<file path="config.mk">
export PLATFORM = sky130hd
export DESIGN_NAME = muxn_rr
export DESIGN_NICKNAME = d
export VERILOG_FILES = /design/src/rtl/muxn_pkg.sv /design/src/rtl/rr_arbiter.sv /design/src/rtl/muxn_rr.sv
export SDC_FILE = /design/constraint.sdc
export NUM_CORES = 1
export LEC_CHECK = 0
export CORE_AREA = 2 2 39 41
export CTS_CLUSTER_SIZE = 16
export DETAILED_ROUTE_END_ITERATION = 6
export DIE_AREA = 0 0 41 43
export PLACE_DENSITY = 0.63
export SLEW_MARGIN = 40
export SYNTH_ARGS = -nofsm -noshare
export SYNTH_HDL_FRONTEND = slang
export SYNTH_SLANG_ARGS = --single-unit
</file>
<file path="constraint.sdc">
create_clock -name clk -period 1.3 [get_ports clk]
set_input_delay 0.13 -clock clk [delete_from_list [all_inputs] [get_ports clk]]
set_output_delay 0.13 -clock clk [all_outputs]
set_load 0.05 [all_outputs]
</file>
<file path="src/rtl/muxn_pkg.sv">
//------------------------------------------------------------------------------
// Module   : muxn_pkg
// Brief    : Shared defaults and width helpers for the muxn_rr arbitrated mux.
// Revision : 1.0
//------------------------------------------------------------------------------
`default_nettype none

package muxn_pkg;

  localparam int c_W_DEFAULT = 4;
  localparam int c_N_DEFAULT = 2;

  function automatic int clog2(input int v);
    int r;
    r = 0;
    while ((1 << r) < v) r++;
    return r;
  endfunction

  // Channel-index width; a single bit is kept even when clog2 would give 0.
  function automatic int ch_width(input int n);
    return (clog2(n) < 1) ? 1 : clog2(n);
  endfunction

endpackage

`default_nettype wire

</file>
<file path="src/rtl/rr_arbiter.sv">
//------------------------------------------------------------------------------
// Module   : rr_arbiter
// Brief    : Round-robin one-hot grant: first requester at or above ptr, wrapping.
// Revision : 1.0
//------------------------------------------------------------------------------
`default_nettype none

module rr_arbiter
  import muxn_pkg::*;
#(
  parameter int N = c_N_DEFAULT
) (
  input  logic [N-1:0]             req,
  input  logic [ch_width(N)-1:0]   ptr,
  output logic [N-1:0]             grant
);

  logic [N-1:0] w_mask;
  logic [N-1:0] w_hi;

  // Requests at or above ptr win; otherwise wrap to the lowest requester.
  assign w_mask = {N{1'b1}} << ptr;
  assign w_hi   = req & w_mask;
  assign grant  = (|w_hi) ? (w_hi & (~w_hi + N'(1))) : (req & (~req + N'(1)));

endmodule

`default_nettype wire

</file>
<file path="src/rtl/muxn_rr.sv">
//------------------------------------------------------------------------------
// Module   : muxn_rr
// Brief    : N-to-1 round-robin mux with registered valid/ready output stage.
//            Optional packet lock via macro MUXN_RR_LOCK_EN (adds in_last).
// Revision : 1.0
//------------------------------------------------------------------------------
`default_nettype none

module muxn_rr
  import muxn_pkg::*;
#(
  parameter int W = c_W_DEFAULT,
  parameter int N = c_N_DEFAULT
) (
  input  logic                     clk,
  input  logic                     reset,
  input  logic [N*W-1:0]           in_data,
  input  logic [N-1:0]             in_valid,
`ifdef MUXN_RR_LOCK_EN
  input  logic [N-1:0]             in_last,
`endif
  output logic [N-1:0]             in_ready,
  output logic [W-1:0]             out_data,
  output logic [ch_width(N)-1:0]   out_ch,
  output logic                     out_valid,
  input  logic                     out_ready
);

  localparam int c_CW = ch_width(N);

  logic [c_CW-1:0] r_ptr;
  logic [c_CW-1:0] w_gidx;
  logic [c_CW-1:0] w_ptr_next;
  logic [N-1:0]    w_req;
  logic [N-1:0]    w_grant;
  logic [W-1:0]    w_gdata;
  logic            w_load;
  logic            w_any;

`ifdef MUXN_RR_LOCK_EN
  logic            r_locked;
  logic [c_CW-1:0] r_lock_ch;
  logic            w_last;

  // While a packet is open only the locked channel may be granted.
  assign w_req  = r_locked ? (in_valid & (N'(1) << r_lock_ch)) : in_valid;
  assign w_last = |(in_last & w_grant);
`else
  assign w_req  = in_valid;
`endif

  rr_arbiter #(.N(N)) u_arb (
    .req   (w_req),
    .ptr   (r_ptr),
    .grant (w_grant)
  );

  assign w_load   = !out_valid || out_ready;
  assign w_any    = |w_grant;
  assign in_ready = w_load ? w_grant : '0;

  always_comb begin
    w_gidx  = '0;
    w_gdata = '0;
    for (int i = 0; i < N; i++) begin
      if (w_grant[i]) begin
        w_gidx  = c_CW'(i);
        w_gdata = in_data[i*W +: W];
      end
    end
  end

  assign w_ptr_next = (w_gidx == c_CW'(N-1)) ? '0 : w_gidx + c_CW'(1);

  always_ff @(posedge clk or posedge reset) begin
    if (reset) begin
      out_valid <= 1'b0;
      out_data  <= '0;
      out_ch    <= '0;
      r_ptr     <= '0;
`ifdef MUXN_RR_LOCK_EN
      r_locked  <= 1'b0;
      r_lock_ch <= '0;
`endif
    end else if (w_load) begin
      out_valid <= w_any;
      if (w_any) begin
        out_data <= w_gdata;
        out_ch   <= w_gidx;
`ifdef MUXN_RR_LOCK_EN
        r_locked  <= !w_last;
        r_lock_ch <= w_gidx;
        if (w_last) r_ptr <= w_ptr_next;
`else
        r_ptr <= w_ptr_next;
`endif
      end
    end
  end

endmodule

`default_nettype wire

</file>
=== Yosys cells after proc, flatten, opt, wreduce, memory -nomap -nowiden ===
Cells that the tools add are included.

* Output and inout bits: 8
* Register bits after elaboration: 7
* Logic and storage cells: 24

* Muxes and demuxes: 6
* Add/subtract/negate cells: 3
* Bitwise logic cells: 5
* Shifts and indexed selects: 1
* Reductions and logical operators: 5

{| class="wikitable"
|+ Operators with widths
! cell !! number
|-
| $mux 4 || 2
|-
| $and 2x2->2 || 3
|-
| $add 2x1->2 const B || 2
|-
| $mux 2 || 2
|-
| $not 2->2 || 2
|-
| $reduce_or 2->1 || 2
|-
| $mux 1 || 2
|-
| $reduce_and 2->1 || 1
|-
| $shl 2x1->2 const A || 1
|-
| $add 1x1->1 const B || 1
|-
| $logic_not 1->1 || 1
|-
| $logic_or 1x1->1 || 1
|}

=== Longest topological paths before layout ===
* Depth after elaboration: 9
* Gate-level depth with buffers: 4
* Depth with buffers taken out: 3

=== Hierarchy ===
From an unflattened synthesis, not the netlist that was laid out.

* Cells, all modules: 43
* Area total of the unflattened synthesis: 414.1 um2

{| class="wikitable"
|+ Modules (own cells, without submodules)
! module !! cells each !! seq. area each (um2) !! area each (um2) !! instances
|-
| muxn_rr || 40 || 175.2 || 395.4 || 1
|-
| rr_arbiter || 3 || 0.0 || 18.8 || 1
|}

=== Worst setup path before layout ===
OpenSTA, ideal clock, no wires.

* Path kind: register -> register
* Start point: reg out_valid
* End point: reg out_data[0]
* Arrival: 1698 ps
* Required time: 1232 ps
* Slack: -466 ps
* Cell stages (with the launch flop): 4
* Clock period less this slack: 1766 ps
* Path through: dfrtp_1 and2b_2 nor3_4 a221o_1

* Longest elaborated chain between the ends: 3

{| class="wikitable"
|+ RTL lines
! what !! line !! source
|-
| from (decl) || muxn_rr.sv:25 || <nowiki>output logic out_valid,</nowiki>
|-
| from (signal assigned) || muxn_rr.sv:86 || <nowiki>out_valid <= w_any;</nowiki>
|-
| $logic_not 1->1 || muxn_rr.sv:58 || <nowiki>assign w_load = !out_valid || out_ready;</nowiki>
|-
| $logic_or 1x1->1 || muxn_rr.sv:58 ||
|-
| $reduce_and 2->1 (no source line) || n/a ||
|-
| to (signal assigned) || muxn_rr.sv:88 || <nowiki>out_data <= w_gdata;</nowiki>
|-
| to (decl) || muxn_rr.sv:23 || <nowiki>output logic [W-1:0] out_data,</nowiki>
|}

Every way passes these cells.
A chain may end at the register's enable or synchronous reset.

=== Worst setup path in the final report ===
* Start point: reg out_valid
* End point: out in_ready[0]

* Longest elaborated chain between the ends: 3

{| class="wikitable"
|+ RTL lines
! what !! line !! source
|-
| $logic_not 1->1 || muxn_rr.sv:58 ||
|-
| $logic_or 1x1->1 || muxn_rr.sv:58 ||
|-
| $mux 2 || muxn_rr.sv:60 || <nowiki>assign in_ready = w_load ? w_grant : '0;</nowiki>
|-
| to (decl) || muxn_rr.sv:22 || <nowiki>output logic [N-1:0] in_ready,</nowiki>
|}

Every way passes these cells.

==> impl_results.html <==
<table>
<tr><th>Metric</th><th>Value</th></tr>
<tr><th colspan="2">Timing</th></tr>
<tr><td>Final cycle utilization of the critical path</td><td>106%</td></tr>
<tr><td>Minimum period implied by the final worst setup slack</td><td>between 1 and 1.5 ns</td></tr>
<tr><td>Setup clock skew after layout</td><td>roughly 0.0017 ns</td></tr>
<tr><td>Transition time of the tightest slew-check pin</td><td>between 0.2 and 0.3 ns</td></tr>
<tr><td>Setup ws final</td><td>-0.0770 ns</td></tr>
<tr><td>Post-Route Setup TNS</td><td>-0.151 ns</td></tr>
<tr><td>Final Hold Vio Count</td><td>0</td></tr>
<tr><td>Maximum clock frequency</td><td>726 MHz</td></tr>
<tr><td>Total count of max-transition violations in the final report</td><td>0</td></tr>
<tr><td>Setup repair after global routing missed its margin</td><td>yes</td></tr>
<tr><td>Final count of negative-setup-slack endpoints</td><td>2</td></tr>
<tr><td>Headroom to the max-slew limit</td><td>slightly above 80%</td></tr>
<tr><th colspan="2">Run status</th></tr>
<tr><td>Violations in the final reports</td><td>setup timing</td></tr>
<tr><td>Status</td><td>finished, violations left</td></tr>
<tr><th colspan="2">Placed design</th></tr>
<tr><td>Quantity of I/O buffers inserted on ports</td><td>20</td></tr>
<tr><td>DPL Wire Length</td><td>648 um</td></tr>
<tr><td>Cell area after placement</td><td>just under 700 sq um</td></tr>
<tr><td>GP Congestion</td><td>between 0.7 and 0.8</td></tr>
<tr><th colspan="2">Clock network</th></tr>
<tr><td>Clock transition time at the flip-flop clock pins of the worst setup and hold paths</td><td>roughly 0.05 ns</td></tr>
<tr><td>Clock tree from TritonCTS</td><td>done</td></tr>
<tr><td>Clock latency on the worst-skew pair</td><td>~0.26 ns</td></tr>
<tr><td>Clock buffers created by TritonCTS</td><td>3</td></tr>
<tr><td>CTS Root Buffer Type</td><td>sky130_fd_sc_hd__clkbuf_4</td></tr>
<tr><td>Cts-stage hold buffer count</td><td>0</td></tr>
<tr><td>Maximum number of buffers from clock root to sink</td><td>2</td></tr>
<tr><td>Number of clock sinks</td><td>7</td></tr>
<tr><td>Maximum level of the CTS H-tree</td><td>1</td></tr>
<tr><th colspan="2">Logic synthesis</th></tr>
<tr><td>Number of storage elements in the synthesis netlist</td><td>7</td></tr>
<tr><td>Largest area contributor in the netlist</td><td>sky130_fd_sc_hd__dfrtp_1</td></tr>
<tr><td>Synth warnings</td><td>0</td></tr>
<tr><td>Sequential element share of the synthesized area</td><td>~49%</td></tr>
<tr><td>Count of unique library cells instantiated by Yosys</td><td>15</td></tr>
<tr><td>Netlist area before placement</td><td>360 sq um</td></tr>
<tr><td>Post-Syn Area per Cell</td><td>roughly 12 sq um</td></tr>
<tr><td>Post-synthesis net count</td><td>44</td></tr>
<tr><td>Largest cells by area after synthesis</td><td>sky130_fd_sc_hd__dfrtp_1 49%, sky130_fd_sc_hd__a221o_1 11%, sky130_fd_sc_hd__o21a_1 8.3%</td></tr>
<tr><td>Synthesized instance count</td><td>31</td></tr>
<tr><td>Synth top area share</td><td>48.6%</td></tr>
<tr><th colspan="2">Power</th></tr>
<tr><td>Leak Pwr</td><td>between 0.3 and 0.4 nW</td></tr>
<tr><td>Power consumption</td><td>approximately 0.95 mW</td></tr>
<tr><td>Power per unit of standard cell area</td><td>between 1000 and 1500 nW/um^2</td></tr>
<tr><td>Peak supply drop</td><td>between 0.0006 and 0.0007 V</td></tr>
<tr><th colspan="2">Global route</th></tr>
<tr><td>Total global-route track usage</td><td>between 10% and 20%</td></tr>
<tr><td>Largest net degree at the start of global routing</td><td>8</td></tr>
<tr><td>Wire length of the first global-routing pass</td><td>approximately 1400 um</td></tr>
<tr><td>Global route overflow</td><td>0</td></tr>
<tr><td>Number of antenna violations at the first check in global routing</td><td>0</td></tr>
<tr><td>Vias in the first global route</td><td>359</td></tr>
<tr><th colspan="2">Cells and area</th></tr>
<tr><td>Post-synthesis to final-layout area growth</td><td>108%</td></tr>
<tr><td>Number of antenna repair diodes</td><td>0</td></tr>
<tr><td>Commonest non-fill, non-tap cell in the layout</td><td>sky130_fd_sc_hd__clkdlybuf4s50_1</td></tr>
<tr><td>Design Area, Final</td><td>approximately 750 sq um</td></tr>
<tr><td>Highest-count cells in the layout ignoring fill and taps</td><td>12 x sky130_fd_sc_hd__clkdlybuf4s50_1, 8 x sky130_fd_sc_hd__buf_12, 6 x sky130_fd_sc_hd__dfrtp_1</td></tr>
<tr><td>Share of final-layout standard cells stronger than drive strength 1</td><td>between 40% and 50%</td></tr>
<tr><td>Fin nets</td><td>76</td></tr>
<tr><th colspan="2">Routing</th></tr>
<tr><td>Number of detailed-route iterations in the first pass</td><td>1</td></tr>
<tr><td>Wire length per cell after detailed routing</td><td>around 11 um</td></tr>
<tr><td>Final Routed Wirelength</td><td>857 um</td></tr>
<tr><td>Via density per instance</td><td>~4.4</td></tr>
<tr><td>DRT iter0 DRCs</td><td>0</td></tr>
<tr><td>Remaining number of nets flagged by the antenna check after routing</td><td>0</td></tr>
<tr><td>Total number of vias</td><td>345</td></tr>
<tr><td>Post-route DRC violation count</td><td>0</td></tr>
<tr><th colspan="2">Die</th></tr>
<tr><td>I/O pin total</td><td>21</td></tr>
<tr><td>Die Area</td><td>1760 sq um</td></tr>
<tr><td>Core Box Area</td><td>about 1400 sq um</td></tr>
<tr><td>Chip height</td><td>between 40 and 50 um</td></tr>
<tr><td>Die X-Extent</td><td>just over 40 um</td></tr>
<tr><td>Count of standard-cell rows</td><td>14</td></tr>
<tr><td>Initial cell density of the core</td><td>26.0%</td></tr>
<tr><th colspan="2">Critical path</th></tr>
<tr><td>Critical Path Start Type</td><td>flop</td></tr>
<tr><td>Worst setup slack for register-to-register paths</td><td>around 0.010 ns</td></tr>
<tr><td>Sort of element at the end of the critical path</td><td>output pin</td></tr>
<tr><td>Path type of the worst setup path</td><td>reg -&gt; out</td></tr>
<tr><td>CP arrival</td><td>around 1.3 ns</td></tr>
<tr><td>Required time of the worst setup path</td><td>1.17 ns</td></tr>
<tr><td>Worst Path Max Fanout</td><td>2</td></tr>
<tr><th colspan="2">Min path</th></tr>
<tr><td>Path class of the lowest-slack min-delay path</td><td>in -&gt; async</td></tr>
<tr><th colspan="2">Flow run</th></tr>
<tr><td>Max-Cap Viols</td><td>0</td></tr>
</table>
==> per-layer routing <==
metal	GRT usage (%)	share of wire, %	up-vias
met5	0	0	-
met4	10.0	2.9	0
met3	4.71	10	3
met2	16.9	47	17
met1	15.8	40	153
li1	-	-	172
==> final timing paths <==
check,start,endpoint,cells after the start
max,out_valid,in_ready[0],5
min,reset,out_data[1],2
max reg2reg,out_valid,out_data[3],4
min reg2reg,r_ptr,r_ptr,1
max in group asynchronous,reset,out_valid,2
min in group clk,r_ptr,r_ptr,1
==> per-stage QoR <==
stage                     std cells  utilization (%)  setup slack [ns]  hold slack (ns)
after CTS                        77             52.7            -0.121            0.114
after floorplan                  31                -            -0.292          -0.0667
after global routing             78             54.1            -0.130            0.138
final                            78             54.1           -0.0770           0.0984
after detailed placement         70             49.2            -0.181            0.389
after global placement           70             49.2            -0.170            0.383
==> report_power, final <==
| part | leakage (nW) | switching (mW) | total [mW] | internal (mW) |
|---|---|---|---|---|
| clock network | 0.0150 | 0.0891 | 0.207 | 0.118 |
| registers | 0.0819 | 0.0377 | 0.294 | 0.256 |
| logic | 0.241 | 0.207 | 0.454 | 0.247 |
==> synth_stat cells <==
master and n:
sky130_fd_sc_hd__nand2_1 2, sky130_fd_sc_hd__and3_4 1, sky130_fd_sc_hd__buf_6 1, sky130_fd_sc_hd__o21a_1 4, sky130_fd_sc_hd__o21bai_1 1, sky130_fd_sc_hd__nand2b_4 1
sky130_fd_sc_hd__nand2_2 1, sky130_fd_sc_hd__dfrtp_1 7, sky130_fd_sc_hd__and2b_2 1, sky130_fd_sc_hd__a221o_1 4, sky130_fd_sc_hd__nor2_1 1, sky130_fd_sc_hd__inv_1 3
sky130_fd_sc_hd__nor3_4 1, sky130_fd_sc_hd__o21ai_1 2, sky130_fd_sc_hd__and2b_1 1
==> logic make-up after synthesis <==
logic type / after synthesis / synth area share, %
and+or+nand+nor: 9 / 20.8
buffers and inverters: 4 / 6.25
AOI/OAI and AO/OA: 11 / 24.3
DFF: 7 / 48.6
==> cell type report <==
type	count	area, sq um
inverters	3	11.3
fillers	133	636
clock buffers	4	26.3
repair buffers	28	352
well taps	16	20.0
flip-flops and latches	7	176
multi-input cells	20	163
==> worst max-delay path: stages (launching register included) <==
cell and delay [ns]:
sky130_fd_sc_hd__dfrtp_2 0.40, sky130_fd_sc_hd__buf_6 0.13, sky130_fd_sc_hd__nand2b_4 0.06, sky130_fd_sc_hd__and3_4 0.18, sky130_fd_sc_hd__buf_6 0.09, sky130_fd_sc_hd__buf_12 0.12
==> registers in the layout (all words and copies together), names as in the netlist <==
| register | count |
|---|---|
| out_valid | 1 |
| out_ch | 1 |
| r_ptr | 1 |
| out_data | 4 |
==> repair_timing <==
action | 4_1_cts | 5_1_grt
resized for setup | 0 | 3
gates cloned | 0 | 0
endpoints found under the setup margin | 2 | 6
pin swaps | 1 | 6
buffers inserted | 3 | 1
Note: power is estimated with default switching activity, not from simulation.
